File: config.mk
export PLATFORM = sky130hd
export DESIGN_NAME = multiplier_accumulator_stage
export DESIGN_NICKNAME = d
export VERILOG_FILES = /design/src/rtl/multiplier_accumulator_stage.sv
export SDC_FILE = /design/constraint.sdc
export NUM_CORES = 1
export LEC_CHECK = 0
export BUFFER_PORTS_ARGS = -buffer_cell sky130_fd_sc_hd__buf_2
export CORE_MARGIN = 3
export CORE_UTILIZATION = 40
export CTS_BUF_LIST = sky130_fd_sc_hd__clkbuf_4 sky130_fd_sc_hd__clkbuf_8 sky130_fd_sc_hd__clkbuf_16
export CTS_CLUSTER_SIZE = 8
export DETAILED_ROUTE_END_ITERATION = 16
export GPL_ROUTABILITY_DRIVEN = 1
export PLACE_DENSITY = 0.7
export RECOVER_POWER = 25
export SLEW_MARGIN = 20
export SYNTH_ARGS = -nofsm -noshare
export SYNTH_HDL_FRONTEND = slang
export SYNTH_SLANG_ARGS = --single-unit
File: constraint.sdc
create_clock -name clk -period 13.3 [get_ports clk]
set_input_delay 1.33 -clock clk [delete_from_list [all_inputs] [get_ports clk]]
set_output_delay 1.33 -clock clk [all_outputs]
set_load 0.02 [all_outputs]
File: src/rtl/multiplier_accumulator_stage.sv
// multiplier_accumulator_stage: 48-bit signed MAC accumulator stage with optional P register.
// Define ACC_SATURATION_EN to clamp P on overflow instead of wrapping.
module multiplier_accumulator_stage #(
  parameter logic input_freezed = 1'b0
) (
  input  logic        clk,
  input  logic        rst_n,
  input  logic [89:0] M,
  input  logic        M_valid,
  input  logic [1:0]  ACC_MODE,
  input  logic        RSTP,
  input  logic        CEP,
  input  logic        PREG,
  output logic [47:0] P,
  output logic        P_valid,
  output logic        OVF,
  input  logic        configuration_input,
  input  logic        configuration_enable,
  output logic        configuration_output
);
  logic        r_is_rstp_inv;
  logic [47:0] r_p;
  logic        r_p_valid;
  logic        r_ovf;
  logic        w_rstp_x;
  logic        w_go;
  logic        w_ovf;
  logic [47:0] w_product;
  logic [47:0] w_acc_res;
  logic [47:0] w_acc_val;
  logic [47:0] w_p_next;
  logic        w_p_valid_next;
  logic        w_ovf_next;
  assign w_product = {{3{M[44]}}, M[44:0]} + {{3{M[89]}}, M[89:45]};
  assign w_rstp_x  = RSTP ^ r_is_rstp_inv;
  assign w_go      = CEP & M_valid & ~w_rstp_x;
  assign w_acc_res = ACC_MODE[0] ? r_p - w_product : r_p + w_product;
  // Subtraction flips the operand sign; overflow when operands agree but result sign differs.
  assign w_ovf = (r_p[47] == (w_product[47] ^ ACC_MODE[0])) && (w_acc_res[47] != r_p[47]);
`ifdef ACC_SATURATION_EN
  assign w_acc_val = w_ovf ? (r_p[47] ? 48'h8000_0000_0000 : 48'h7FFF_FFFF_FFFF) : w_acc_res;
`else
  assign w_acc_val = w_acc_res;
`endif
  assign w_p_next = w_rstp_x ? '0 :
                    !w_go ? r_p :
                    ACC_MODE == 2'b01 ? w_product :
                    ACC_MODE[1] ? w_acc_val : r_p;
  assign w_ovf_next = w_rstp_x ? 1'b0 :
                      (w_go && ACC_MODE == 2'b01) ? 1'b0 :
                      r_ovf | (w_go && ACC_MODE[1] && w_ovf);
  assign w_p_valid_next = w_go && ACC_MODE != 2'b00;
  always_ff @(posedge clk or negedge rst_n) begin
    if (!rst_n) begin
      r_is_rstp_inv <= 1'b0;
      r_p           <= '0;
      r_p_valid     <= 1'b0;
      r_ovf         <= 1'b0;
    end else begin
      if (configuration_enable) r_is_rstp_inv <= configuration_input;
      r_p       <= w_p_next;
      r_p_valid <= w_p_valid_next;
      r_ovf     <= w_ovf_next;
    end
  end
  assign P                    = (PREG | input_freezed) ? r_p : w_p_next;
  assign P_valid              = (PREG | input_freezed) ? r_p_valid : w_p_valid_next;
  assign OVF                  = r_ovf;
  assign configuration_output = r_is_rstp_inv;
endmodule

==> results, run 1 <==
- The area of the mapped netlist is 0.0102 mm^2.
- Counting every instance in the synthesized netlist gives 1411.
- Before CTS, the worst setup slack after placement is a little over 4 ns.
- Post-CTS repair changed the size of 0 cells.
- The number of detailed-route iterations in the first pass is 5.
- The capturing element type of the critical path is a primary output.
- The category of the worst setup path launch point is an input pin.
- The critical path class is in2out.
- The detailed router's first-iteration violation count is a little over 900.
- The checks that failed: max-capacitance violations, max-slew violations.
- The synthesized netlist net count is 1606.
- STA puts the critical path data required time at 11.97 ns.
- The final critical delay including setup and external delays is slightly above 9 ns.
- The worst pin sits at a relative slew slack of -114%.
- In this run the worst path has a maximum fanout of 6.
- The power per standard cell area is 102 mW/mm^2.
- At the end of routability-driven placement, the weighted congestion stood at 0.959.
- The clock-pin transition on the worst setup and hold timing paths is 0.07 ns.
- The post-detailed-route DRC marker count is 0.
- The maximum number of pins on one net before global-route repair is 61.
- The clock network fraction of total power is 12.2%.
- Dividing the final minimum period by the clock period gives between 70% and 80%.
- The summed negative setup slack over all endpoints is 0 ns.
- The minimum setup slack among reg-to-reg paths is 9.38 ns.
- The core region is 0.0247 mm^2.
- The worst reg-to-reg path cell count is 14.
- In this run, post-CTS hold repair placed 0 buffers.
- The cell count of the worst hold path is 1.
- The vias after detailed routing is 11431.
- For this design the top-level I/O count stands at 151.
- The longest clock path from root to sink contains 2 buffers.
- By area, the combinational part of the netlist is dominated by compound AO/OA/AOI/OAI gates.
- In this run, flip-flops and latches consume 16.8% of the power.
- The clock root buffer master is clkbuf_16.
- The total grt overflow is 0.
- The total count of max-transition violations in the final report is 52.
- For the pin with the worst max-slew slack, the measured transition is 3.21 ns.
- The worst hold path terminates at r_p[45]$_DFF_PN0_.
- Summing the areas of all xor and xnor instances in the mapped netlist gives 9.97% of the synthesized area.
- The setup clock skew after layout is 0.0129 ns.
- After clock tree synthesis, the setup repair step added 0 buffers.
- The analysis attributes to net switching a power of 0.000595 W.
- The antenna diode instance count is 0.
- The share of layout cells above drive strength 1 is 15.2%.
- The placed wire-length estimate is around 28 mm.
- In this run switching power makes up 52.1% of total power.
- The run finished, with violations left.
- The worst-case IR drop observed on VDD is 0.0514 mV.
- The destination of the worst register-to-register timing path is r_p[44]$_DFF_PN0_.
- The post-synthesis adder-cell area fraction is 11.8%.
- The die covers between 0.02 and 0.03 mm^2.
- Summed over all cells, the static leakage comes to between 5 and 6 nW.
- The number of I/O port buffers is 150.
- The synthesized netlist devotes 35.4% of its cell area to compound gates.
- Setup repair after global routing left no endpoint under its margin.
- In the synthesized netlist the dominant register cell turns out to be dfrtp_1.
- The post-synthesis async set-or-reset flop share is 100%.
- The signal arrival time at the worst endpoint is 8.00 ns.
- Setup violations remaining at the end of the flow were counted as 0.
- The height of the chip is 166 um.
- The worst hold path startpoint is r_p[45]$_DFF_PN0_.
- In the final routed layout, each cell accounts on average for 20.1 um.
- The commonest non-fill, non-tap cell in the layout is a21oi_1.
- CTS saw 51 sinks.
- The finished layout holds 1814 standard cells, fillers aside.
- The number of max-cap violations is 1.
- The count of placed standard cells including taps is 1806.
- The clock tree from TritonCTS is built.
- The first global-routing pass estimated 57.5 mm of wire.
- Of the total synthesized cell area, the portion taken by AND, OR, NAND and NOR gates is 21.2%.
- During synthesis, Yosys emitted a total of 0 warnings.
- Leaving out fill and tap cells, the most frequent cells in the layout are a21oi_1 (161), buf_2 (150), nor2_1 (127).
- The clock buffer count from CTS is 5.
- The floorplan step set the die width to 166 um.
- The number of synthesized register bits is 51.
- The part of the Yosys area used for sequential elements is 12.5%.
- The peak clock frequency supported by timing is around 110 MHz.
- The minimum hold slack is 0.555 ns.
- The number of nets with antenna violations after detailed routing is 0.
- The portion of synthesized area spent on multiplexers is 4.58%.
- The total count of hold-check failures in the final report came to 0.
- The mean post-synth cell area is 7.22 um^2.
- The source-to-sink clock delay at the later pin of the worst-skew pair is roughly 0.32 ns.
- The number of antenna violations at the first check in global routing came to 0.
- The net count of the finished layout is 1684.
- The number of global-route vias before repair is 10497.
- The count of standard-cell rows is 57.
- The setup slack of the critical path after layout is 3.97 ns.
- The relative area change from synthesis to final layout is 10.1%.
- The mean number of vias per cell is 6.30.
- The internal power contribution is around 0.00055 W.
- The count of distinct cell types in the synthesized netlist is 81.
- The count of flip-flops with a built-in enable after synthesis is 0.
- The worst hold path class is reg2reg.
- For this block, the routed nets add up to 36.5 mm of wire.
- The count of H-tree levels built during CTS is 2.
- The logic gate share of total power is between 70% and 80%.
- The final core area utilization is 45.5%.
- In this run the critical register-to-register path is launched from r_p[0]$_DFF_PN0_.
- The effective utilization at floorplan is 41.3%.
- The overall track demand over capacity in global routing is 25.0%.
==> cells by family (layout without fill, tap and decap cells) <==
family | count (synthesis) | in the layout
compound gates | 553 | 553
simple gates | 436 | 436
buf+inv | 118 | 197
xor+xnor | 116 | 116
fa+ha+maj | 95 | 95
flops | 51 | 51
mux | 42 | 42
==> layer usage <==
metal  vias to the layer above  track usage, %  routed length, um  part of all wire, %
met5                         -               0                  0                    0
met4                         0            6.00                746                  2.0
met3                        46            3.57               2970                  8.2
met2                       552            38.5              15800                   43
met1                      5331            36.9              16900                   46
li1                       5502               -                  -                    -
==> area by class of cell <==
type                            instances  area (um^2)
Fill cell                            2577        13500
Multi-Input combinational cell       1242         8470
Sequential cell                        51         1280
Timing Repair Buffer                  159          815
Tap cell                              324          405
Clock buffer                            5          125
Inverter                               30          113
Clock inverter                          3         20.0
==> critical path: stages <==
cell	delay, ns
buf_2	0.10
ha_1	0.24
fa_1	0.45
a211o_1	0.40
a211oi_2	0.30
o21a_1	0.28
xnor2_1	0.17
or3_1	0.45
nor2_1	0.20
nor4b_1	0.48
nor2b_1	0.33
a21oi_1	0.12
xor2_1	0.17
ha_1	0.39
nand3_1	0.14
nor2_1	0.21
nand3_1	0.14
o31ai_1	0.52
o2111ai_1	0.20
a21oi_1	0.35
a311oi_1	0.17
xor2_1	0.17
a221oi_1	0.32
mux2_2	0.21
buf_2	0.16
==> Yosys cell counts, types with 6 or more instances <==
| library cell | n | share of area [%] |
|---|---|---|
| nand4_1 | 27 | 1.7 |
| o31ai_1 | 16 | 1.2 |
| ha_1 | 93 | 11 |
| xor2_1 | 41 | 3.5 |
| xnor2_1 | 75 | 6.4 |
| nor3_1 | 30 | 1.5 |
| a221oi_1 | 21 | 1.8 |
| o21a_1 | 15 | 1.1 |
| and4_1 | 8 | 0.69 |
| dfrtp_1 | 51 | 13 |
| o21ai_0 | 104 | 5.1 |
| o211ai_1 | 17 | 1.3 |
| and3_1 | 14 | 0.86 |
| a31oi_1 | 23 | 1.4 |
| clkbuf_1 | 78 | 2.9 |
| o221ai_1 | 18 | 1.5 |
| o22ai_1 | 24 | 1.5 |
| nor4_1 | 8 | 0.49 |
| inv_1 | 29 | 1.1 |
| a211oi_1 | 21 | 1.5 |
| or3_1 | 11 | 0.68 |
| a211o_1 | 10 | 0.86 |
| a21boi_0 | 9 | 0.66 |
| and3b_1 | 6 | 0.52 |
| o21bai_1 | 9 | 0.66 |
| a21o_1 | 46 | 3.4 |
| and2_1 | 14 | 0.86 |
| mux2_2 | 37 | 4.1 |
| nor2_1 | 128 | 4.7 |
| nand2b_1 | 9 | 0.55 |
| nand2_1 | 110 | 4.1 |
| nand3_1 | 30 | 1.5 |
| a21oi_1 | 161 | 7.9 |
| nor2b_1 | 14 | 0.86 |
| buf_1 | 7 | 0.26 |
==> per-stage QoR <==
stage | instance area, um^2 | power (W)
finish | 11200 | 0.00114
global route | 11200 | 0.00123
CTS | 11200 | 0.00113
detailed placement | 11100 | 0.000985
global placement | 11100 | 0.000981
floorplan | 10200 | 0.000781
==> worst max-delay path by stage <==
stage,from,endpoint,slack [ns],depth (start not counted)
after floorplan,M[0],P[42],4.81,24
after global placement,M[0],P[44],4.13,25
after detailed placement,M[0],P[44],4.03,25
after CTS,M[0],P[44],4.01,25
after global routing,M[0],P[44],3.30,25
final,M[0],P[44],3.97,25
==> power by group through the flow <==
stage               Combinational, W  Clock, W  Sequential (W)
CTS                         0.000796  0.000143        0.000191
floorplan                   0.000594         0        0.000187
global placement            0.000787         0        0.000193
detailed placement          0.000791         0        0.000194
finish                      0.000811  0.000140        0.000192
global route                0.000888  0.000149        0.000194
==> registers in the layout, indices dropped and copies added (netlist names) <==
| register | cells |
|---|---|
| r_p | 48 |
| OVF | 1 |
| configuration_output | 1 |
| r_p_valid | 1 |
(Power assumes the default switching activity.)
==> inputs of run 2 (changes only) <==
--- a/config.mk
+++ b/config.mk
@@ -5,6 +5,7 @@
 export SDC_FILE = /design/constraint.sdc
 export NUM_CORES = 1
 export LEC_CHECK = 0
+export ABC_AREA = 1
 export BUFFER_PORTS_ARGS = -buffer_cell sky130_fd_sc_hd__buf_2
 export CORE_MARGIN = 3
 export CORE_UTILIZATION = 40
@@ -12,7 +13,7 @@
 export CTS_CLUSTER_SIZE = 8
 export DETAILED_ROUTE_END_ITERATION = 16
 export GPL_ROUTABILITY_DRIVEN = 1
-export PLACE_DENSITY = 0.7
+export PLACE_DENSITY = 0.72
 export RECOVER_POWER = 25
 export SLEW_MARGIN = 20
 export SYNTH_ARGS = -nofsm -noshare
==> constraint.sdc (replaced) <==
create_clock -name clk -period 7.65 [get_ports clk]
set_input_delay 0.765 -clock clk [delete_from_list [all_inputs] [get_ports clk]]
set_output_delay 0.765 -clock clk [all_outputs]
set_load 0.02 [all_outputs]
==> run 2 against run 1 <==
Synthesized cell count is 46% higher. The run still ends with max-capacitance violations, max-slew violations left. Highest routed layer unchanged. Flip-flop and latch count stayed put. Sequential share of layout area is 1.3 points lower. Total power is 89% higher. Die area is 11% higher. Utilization is 0.092 points higher. Cell area is 13% higher. Combinational power is 86% higher.
==> results, run 2 <==
- The run finished, with violations left.
- The final reports fail on max-capacitance violations, max-slew violations.
- The area of all placed cells without fillers is 0.0127 mm^2.
- The detailed router's first-iteration violation count is 1214.
- Max-cap violations in this run came to 1.
- The total of hold buffers inserted after clock tree synthesis is 0.
- The relative area change from synthesis to final layout is 11.9%.
- The count of standard-cell rows is between 60 and 70.
- The count of buffer and inverter cells on the critical path is 4.
- Adding up every negative setup slack in the final design gives 0 ns.
- The total stage count of the critical path is 33.
- For the final database, setup skew stands at 0.0101 ns.
- The H-tree was split into 2 levels.
- 151 I/O pins were placed.
- The register with the highest flop count is r_p.
- The register with the most flip-flops in the layout has 48 of them.
- The share of the Yosys chip area taken by registers is 11.3%.
- The number of sinks driven by the clock tree is 51.
- The maximum fanout count along the critical path is 5.
- The post-placement cell area is ~0.013 mm^2.
- STA classifies the critical path startpoint as an input pin.
- The minimum hold slack is 0.561 ns.
- The post-synthesis async set-or-reset flop share is 100%.
- The number of nets in the final layout is around 2400.
- The detail route stage leaves a number of antenna-violating nets equal to 0.
- The post-detailed-route DRC marker count is 0.
- The final setup violation count is 0.
- The analysis attributes to cell leakage a power of 7.14 nW.
- The first global-routing pass estimated roughly 69 mm of wire.
- Before antenna repair, the detailed router went through 6 iterations.
- At the later pin of the worst-skew pair, clock insertion delay measures 0.31 ns.
- Timing would allow up to 143 MHz.
- The mean number of vias per cell is 5.35.
- The stage delay of the slowest cell on the critical path is roughly 0.46 ns.
- The antenna diode instance count is 0.
- Dividing the final minimum period by the clock period gives 91.6%.
- The critical path class is in2out.
- Measured along the x axis, the die boundary spans 174 um.
- The post-layout instance count excluding filler cells is 2570.
- The number of fillers in the final layout is between 3000 and 4000.
- In the synthesized netlist the dominant register cell turns out to be dfrtp_1.
- In the synthesized netlist, the cells that appear most often are nand2_1 (664), inv_1 (345), nor2_1 (194).
- Setup repair after global routing left no endpoint under its margin.
- Cells with a size suffix above 1 make up 10.3% of the layout.
- Counting every instance in the synthesized netlist gives 2063.
- The clock period could shrink to 7.01 ns.
- The number of global-route vias before repair is 13028.
- The detailed-route wire length on metal 1 is 19.5 mm.
- At the worst endpoint, the arrival time is ~6.2 ns.
- After detailed routing, the average wire length per cell comes to 17.0 um.
- The clock root buffer master is clkbuf_16.
- The number of antenna violations at the first check in global routing was 0.
- The worst path required time is 6.88 ns.
- The clock-pin transition on the worst setup and hold timing paths is about 0.080 ns.
- Leaving out fill and tap cells, the most frequent cell in the layout is nand2_1.
- Power spread over the standard cell area amounts to between 150 and 200 mW/mm^2.
- Entering global routing, the biggest net connects 64 pins.
- The maximum clock path buffer count is 2.
- Buffers added to address setup during post-CTS repair amount to 0.
- The total count of hold-check failures in the final report is 0.
- For this run, the number of Yosys warnings is 0.
- The destination of the worst register-to-register timing path is r_p[46]$_DFF_PN0_.
- Summed over all layers, the routed wires come to 43.6 mm.
- The biggest area consumer among synthesized cells is nand2_1.
- Routability-driven placement finished with a final weighted congestion of 0.978.
- The post-cts sizing count is 0.
- Prior to clock tree synthesis, the placed netlist has a worst setup slack of 0.608 ns.
- The count of placed standard cells including taps is 2562.
- Signal routing reaches up to met4.
- The die covers 0.0304 mm^2.
- The transition time of the tightest slew-check pin is approximately 3.2 ns.
- The height of the chip is 174 um.
- The tightest slew margin relative to the limit is -111%.
- The netlist uses 55 different library cells.
- Counting cells, the worst reg-to-reg path comes to 18.
- Buffers placed on the I/O ports in this run total 150.
- The placeable core region is 0.0279 mm^2.
- The met2 wirelength from detailed routing is 19.7 mm.
- The mean post-synth cell area is 5.50 um^2.
- The routed length on met3 is 2.91 mm.
- The area of the mapped netlist is 0.0113 mm^2.
- Among all cell types in the netlist, the one instantiated most often is nand2_1.
- The reg-to-reg critical path startpoint is r_p[7]$_DFF_PN0_.
- The effective utilization at floorplan is 40.7%.
- The most numerous cell type found on the critical path is nand2_1.
- The endpoint of the worst setup timing path is P[41].
- Leaving out fill and tap cells, the most frequent cells in the layout are nand2_1 (664), inv_1 (345), nor2_1 (193).
- The number of synthesized register bits is 51.
- On the critical path the largest part of the delay comes from simple AND/OR/NAND/NOR gates.
- The synthesized design devotes to its leading area cell type 22.0% of total area.
- The total grt overflow is 0.
- The vias after detailed routing is ~14000.
- IR analysis of the VDD net gives a maximum drop of 0.0904 mV.
- The total count of max-transition violations in the final report is 52.
- The count of flip-flops with a built-in enable after synthesis is 0.
- In the global route stage, overall resource usage came out at 28.2%.
- The worst hold path class is reg2reg.
- The placed wire-length estimate is ~36 mm.
- The setup slack of the critical path after layout is 0.642 ns.
- Synthesis produced a netlist with a net count of about 2300.
- By area the synthesized netlist is led by nand2_1 (22%), inv_1 (11%), dfrtp_1 (11%).
- The startpoint of the worst setup timing path is M[0].
- The minimum setup slack among reg-to-reg paths is 4.24 ns.
- The number of clock buffers added by TritonCTS is 5.
- The slowest library cell on the worst path is fa_1.
- STA classifies the critical path endpoint as a primary output.
- TritonCTS built the clock tree.
## run 2: changes by cell type after synthesis, moves of 13 or more
cell      change
nor3_1       -13
nand2_1     +554
nand2_2      +16
nor2_1       +66
nor2b_1      -14
a21oi_1      -27
inv_1       +316
a21o_1       -40
a211oi_1     -21
xnor2_1      -53
mux2_2       -36
clkbuf_1     -46
nand3_1      +73
## run 2: how the worst min path moves through the flow
stage                        from             to  slack, ns  depth (start not counted)
global placement    OVF$_DFF_PN0_  OVF$_DFF_PN0_       0.52                          2
floorplan                   rst_n  OVF$_DFF_PN0_       0.47                          0
finish              OVF$_DFF_PN0_  OVF$_DFF_PN0_       0.56                          2
detailed placement  OVF$_DFF_PN0_  OVF$_DFF_PN0_       0.55                          2
global route        OVF$_DFF_PN0_  OVF$_DFF_PN0_       0.59                          2
CTS                 OVF$_DFF_PN0_  OVF$_DFF_PN0_       0.56                          2
## run 2: metrics by stage
stage | util (%) | power [W]
2_1_floorplan | - | 0.00140
3_3_place_gp | 44.9 | 0.00181
3_5_place_dp | 44.9 | 0.00182
4_1_cts | 45.6 | 0.00213
5_1_grt | 45.6 | 0.00234
6_report | 45.6 | 0.00216
## run 2: power by group
part | total (W) | switching (W) | internal [W]
registers | 0.000344 | 0.0000407 | 0.000303
logic | 0.00151 | 0.00102 | 0.000486
clock network | 0.000309 | 0.000121 | 0.000188
total | 0.00216 | 0.00119 | 0.000978
## run 2: area by class of cell
type	instances	area, um^2	area share (%)
clock buffer	5	125	0.986
clock inverter	3	67.6	0.532
sequential	51	1280	10.1
multi-input combinational	1618	8600	67.7
tap	378	473	3.73
timing repair buffer	161	830	6.53
inverter	354	1330	10.5
## run 2: routing by layer
layer	vias up	GRT usage [%]
li1	6911	-
met1	6129	38.4
met2	617	47.1
met3	86	2.45
met4	0	9.25
met5	-	0
## run 2: logic make-up (layout without fill, tap and decap cells)
logic type	count (synthesis)	in the layout	synth area share, %
compound gates	373	373	19.3
mux	1	1	0.0993
fa+ha+maj	95	95	10.6
flops	51	51	11.3
buf+inv	394	523	13.1
simple gates	1072	1072	39.6
xor+xnor	77	77	6.08
## run 2: worst register-to-register path, stage by stage, from the launching register on
cell     delay (ns)
dfrtp_1        0.41
ha_1           0.37
a21oi_1        0.24
o21ai_0        0.12
a21oi_1        0.32
inv_1          0.08
a21oi_1        0.32
inv_1          0.09
a21oi_1        0.22
o21ai_0        0.18
nand2_1        0.10
nand2_1        0.10
nand3_1        0.12
nand2_1        0.10
nand2_1        0.13
nand2_1        0.07
nand2_1        0.07
nand3_1        0.09
and2_1         0.17
==> inputs of run 3 (changes only) <==
--- a/config.mk
+++ b/config.mk
@@ -7,13 +7,16 @@
 export LEC_CHECK = 0
 export ABC_AREA = 1
 export BUFFER_PORTS_ARGS = -buffer_cell sky130_fd_sc_hd__buf_2
+export CELL_PAD_IN_SITES_DETAIL_PLACEMENT = 0
+export CELL_PAD_IN_SITES_GLOBAL_PLACEMENT = 2
+export CORE_ASPECT_RATIO = 0.5
 export CORE_MARGIN = 3
-export CORE_UTILIZATION = 40
+export CORE_UTILIZATION = 28
 export CTS_BUF_LIST = sky130_fd_sc_hd__clkbuf_4 sky130_fd_sc_hd__clkbuf_8 sky130_fd_sc_hd__clkbuf_16
 export CTS_CLUSTER_SIZE = 8
 export DETAILED_ROUTE_END_ITERATION = 16
 export GPL_ROUTABILITY_DRIVEN = 1
-export PLACE_DENSITY = 0.72
+export PLACE_DENSITY = 0.91
 export RECOVER_POWER = 25
 export SLEW_MARGIN = 20
 export SYNTH_ARGS = -nofsm -noshare
==> run 3 against run 2 <==
The run still ends with max-capacitance violations, max-slew violations left. Utilization shrank 13 points. Wire length up 12%. Maximum frequency is 1.2% lower. Clock power fell by 17%. Sequential power is essentially flat. Highest routed layer unchanged.
==> results, run 3 (synthesized netlist as in run 2, its figures left out) <==
- The source-to-sink clock delay at the later pin of the worst-skew pair is 0.32 ns.
- The detail route stage leaves a number of antenna-violating nets equal to 0.
- The run finished, with violations left.
- The number of global-route vias before repair was about 13000.
- The register with the most flip-flops in the layout has 48 of them.
- In this run the critical register-to-register path is launched from r_p[7]$_DFF_PN0_.
- In the final layout, the share of cells above drive strength 1 is 10.4%.
- The I/O pin total is 151.
- The overall track demand over capacity in global routing is 22.0%.
- The die is about 150 um tall.
- The routed layout has 13876 vias.
- The worst-case IR drop observed on VDD is 0.0858 mV.
- The total count of hold-check failures in the final report is 0.
- The critical path class is in2out.
- Wires add up to 49.1 mm.
- Combinational cells account for about 73% of the total power.
- The power per standard cell area is ~170 mW/mm^2.
- The worst hold path class is reg2reg.
- Once the clock tree was built, the setup fixing pass inserted 0 buffers.
- The overall die area is 0.0431 mm^2.
- Dividing the final minimum period by the clock period gives between 90% and 100%.
- Post-CTS repair changed the size of 0 cells.
- The number of detailed-route iterations in the first pass is 6.
- The total count of max-transition violations in the final report came to 52.
- The first global-routing pass estimated 74.8 mm of wire.
- The number of I/O port buffers is 150.
- The clock arrives with 0.0185 ns of skew.
- The number of nets in the final layout is 2386.
- The clock tree from TritonCTS is built.
- The top cell types in the final layout, fill and taps aside, are nand2_1 (664), inv_1 (345), nor2_1 (192).
- The mean number of vias per cell is 5.10.
- Counting instances, the worst hold path has a depth of 2.
- The maximum clock path buffer count is 2.
- The transition time of the tightest slew-check pin is approximately 3.3 ns.
- The summed negative setup slack over all endpoints is 0 ns.
- After clock tree synthesis, the clock-pin slew on the worst setup and hold paths is around 0.080 ns.
- Entering global routing, the biggest net connects 64 pins.
- From left edge to right edge, the die measures 291 um.
- The average routed wire per standard cell is 18.0 um.
- The effective utilization at floorplan is 28.8%.
- The endpoint identified for the worst register-to-register timing path is r_p[46]$_DFF_PN0_.
- The worst reg-to-reg path cell count is 18.
- The wire-length estimate of the detail-placed layout is 41.1 mm.
- The stage delay of the slowest cell on the critical path is 0.47 ns.
- The worst setup path is captured at a primary output.
- The library cell used most frequently in the layout, excluding fill and tap cells, is nand2_1.
- The detailed router finished its first iteration with roughly 1400 violations.
- The worst pin sits at a relative slew slack of -121%.
- The worst hold path terminates at OVF$_DFF_PN0_.
- Final hold analysis gives a worst-case slack of 0.530 ns.
- The number of hold buffers added after CTS was 0.
- Cell internal power was estimated by the tool at roughly 0.00092 W.
- In this design, the critical path's most frequently occurring cell is nand2_1.
- The checks that failed: max-capacitance violations, max-slew violations.
- The final setup violation count is 0.
- For this design, the slowest cell found on the critical path is fa_1.
- Summed over all nets, the switching power comes to 0.00128 W.
- The number of max-cap violations is 1.
- The minimum setup slack among reg-to-reg paths is 3.83 ns.
- TritonCTS created 5 clock buffers.
- Summed over all layers, the global routing overflow is 0.
- STA puts the critical path data required time at 6.88 ns.
- The number of antenna diodes in the final layout is 0.
- The signal arrival time at the worst endpoint is 6.33 ns.
- Derived from the worst setup path, the maximum achievable clock frequency is 141 MHz.
- Relative to the synthesized area, the layout overhead comes to 13.4%.
- The worst hold path begins at OVF$_DFF_PN0_.
- The count of H-tree levels built during CTS is 2.
- The startpoint of the worst setup timing path is M[0].
- CTS saw 51 sinks.
- The leakage component of the power is 7.12 nW.
- After detailed routing, the number of remaining DRC violations is 0.
- Setup repair after global routing left no endpoint under its margin.
- The switching share of total power is 58.2%.
- The number of antenna violations at the first check in global routing is 0.
- Clock tree synthesis selected as its root buffer the cell clkbuf_16.
- The placeable core region is 0.0394 mm^2.
- The count of standard-cell rows is between 50 and 60.
- The category of the worst setup path launch point is an input pin.
- The register with the highest flop count is r_p.
- The smallest clock period supported by the final layout is computed as 7.09 ns.
- In this run the worst path has a maximum fanout of 5.
- The final core area utilization is 32.6%.
- The global placer's final weighted congestion is 0.955.
- Sequential cells burn 15.5% of the power.
- The clock network burns between 10% and 20% of the power.
[run 3: cell types whose count changed in the layout (fill, tap and decap cells not counted), sizes merged]
cell    change
inv         +1
bufinv      -2
clkbuf      +1
[run 3: routing by layer]
layer | GRT usage (%) | part of all wire [%] | wire, um | up-vias
met2 | 33.1 | 41 | 20000 | 497
met4 | 3.83 | 1.6 | 785 | 0
met1 | 33.8 | 50 | 24400 | 6428
met3 | 2.30 | 7.8 | 3820 | 37
met5 | 0 | 0 | 0 | -
li1 | - | - | - | 6914
[run 3: how the worst max path moves through the flow]
| stage | to | slack, ns | depth (start not counted) |
|---|---|---|---|
| floorplan | P[41] | 1.85 | 32 |
| global placement | P[41] | 0.52 | 34 |
| detailed placement | P[41] | 0.66 | 34 |
| CTS | P[41] | 0.64 | 34 |
| global route | P[41] | 0.02 | 34 |
| finish | P[41] | 0.56 | 34 |
[run 3: critical path: cells and delay by family]
family	cells	cell delay (ns)
and+or+nand+nor	21	2.95
adders and majority gates	3	1.16
xor gates and xnor gates	1	0.20
AOI/OAI and AO/OA	5	0.73
buffers and inverters	4	0.52
[run 3: area by class of cell]
cell class | count | area, um^2
Fill cell | 4578 | 26600
Multi-Input combinational cell | 1618 | 8610
Inverter | 354 | 1330
Sequential cell | 51 | 1280
Timing Repair Buffer | 161 | 830
Tap cell | 530 | 663
Clock buffer | 6 | 133
Clock inverter | 2 | 16.3
[run 3: power groups by stage]
stage	logic [W]	registers [W]	clock network, W
floorplan	0.00106	0.000334	0
CTS	0.00157	0.000340	0.000258
global placement	0.00157	0.000346	0
finish	0.00161	0.000342	0.000258
detailed placement	0.00156	0.000345	0
global route	0.00177	0.000346	0.000271
[run 3: through the flow]
step | power, W | instances | setup WS [ns] | instance area, um^2
after global routing | 0.00239 | 2722 | 0.0236 | 12900
final | 0.00221 | 2722 | 0.560 | 12900
after CTS | 0.00216 | 2722 | 0.642 | 12900
after detailed placement | 0.00190 | 2714 | 0.659 | 12700
after floorplan | 0.00140 | 2063 | 1.85 | 11300
after global placement | 0.00192 | 2714 | 0.519 | 12700
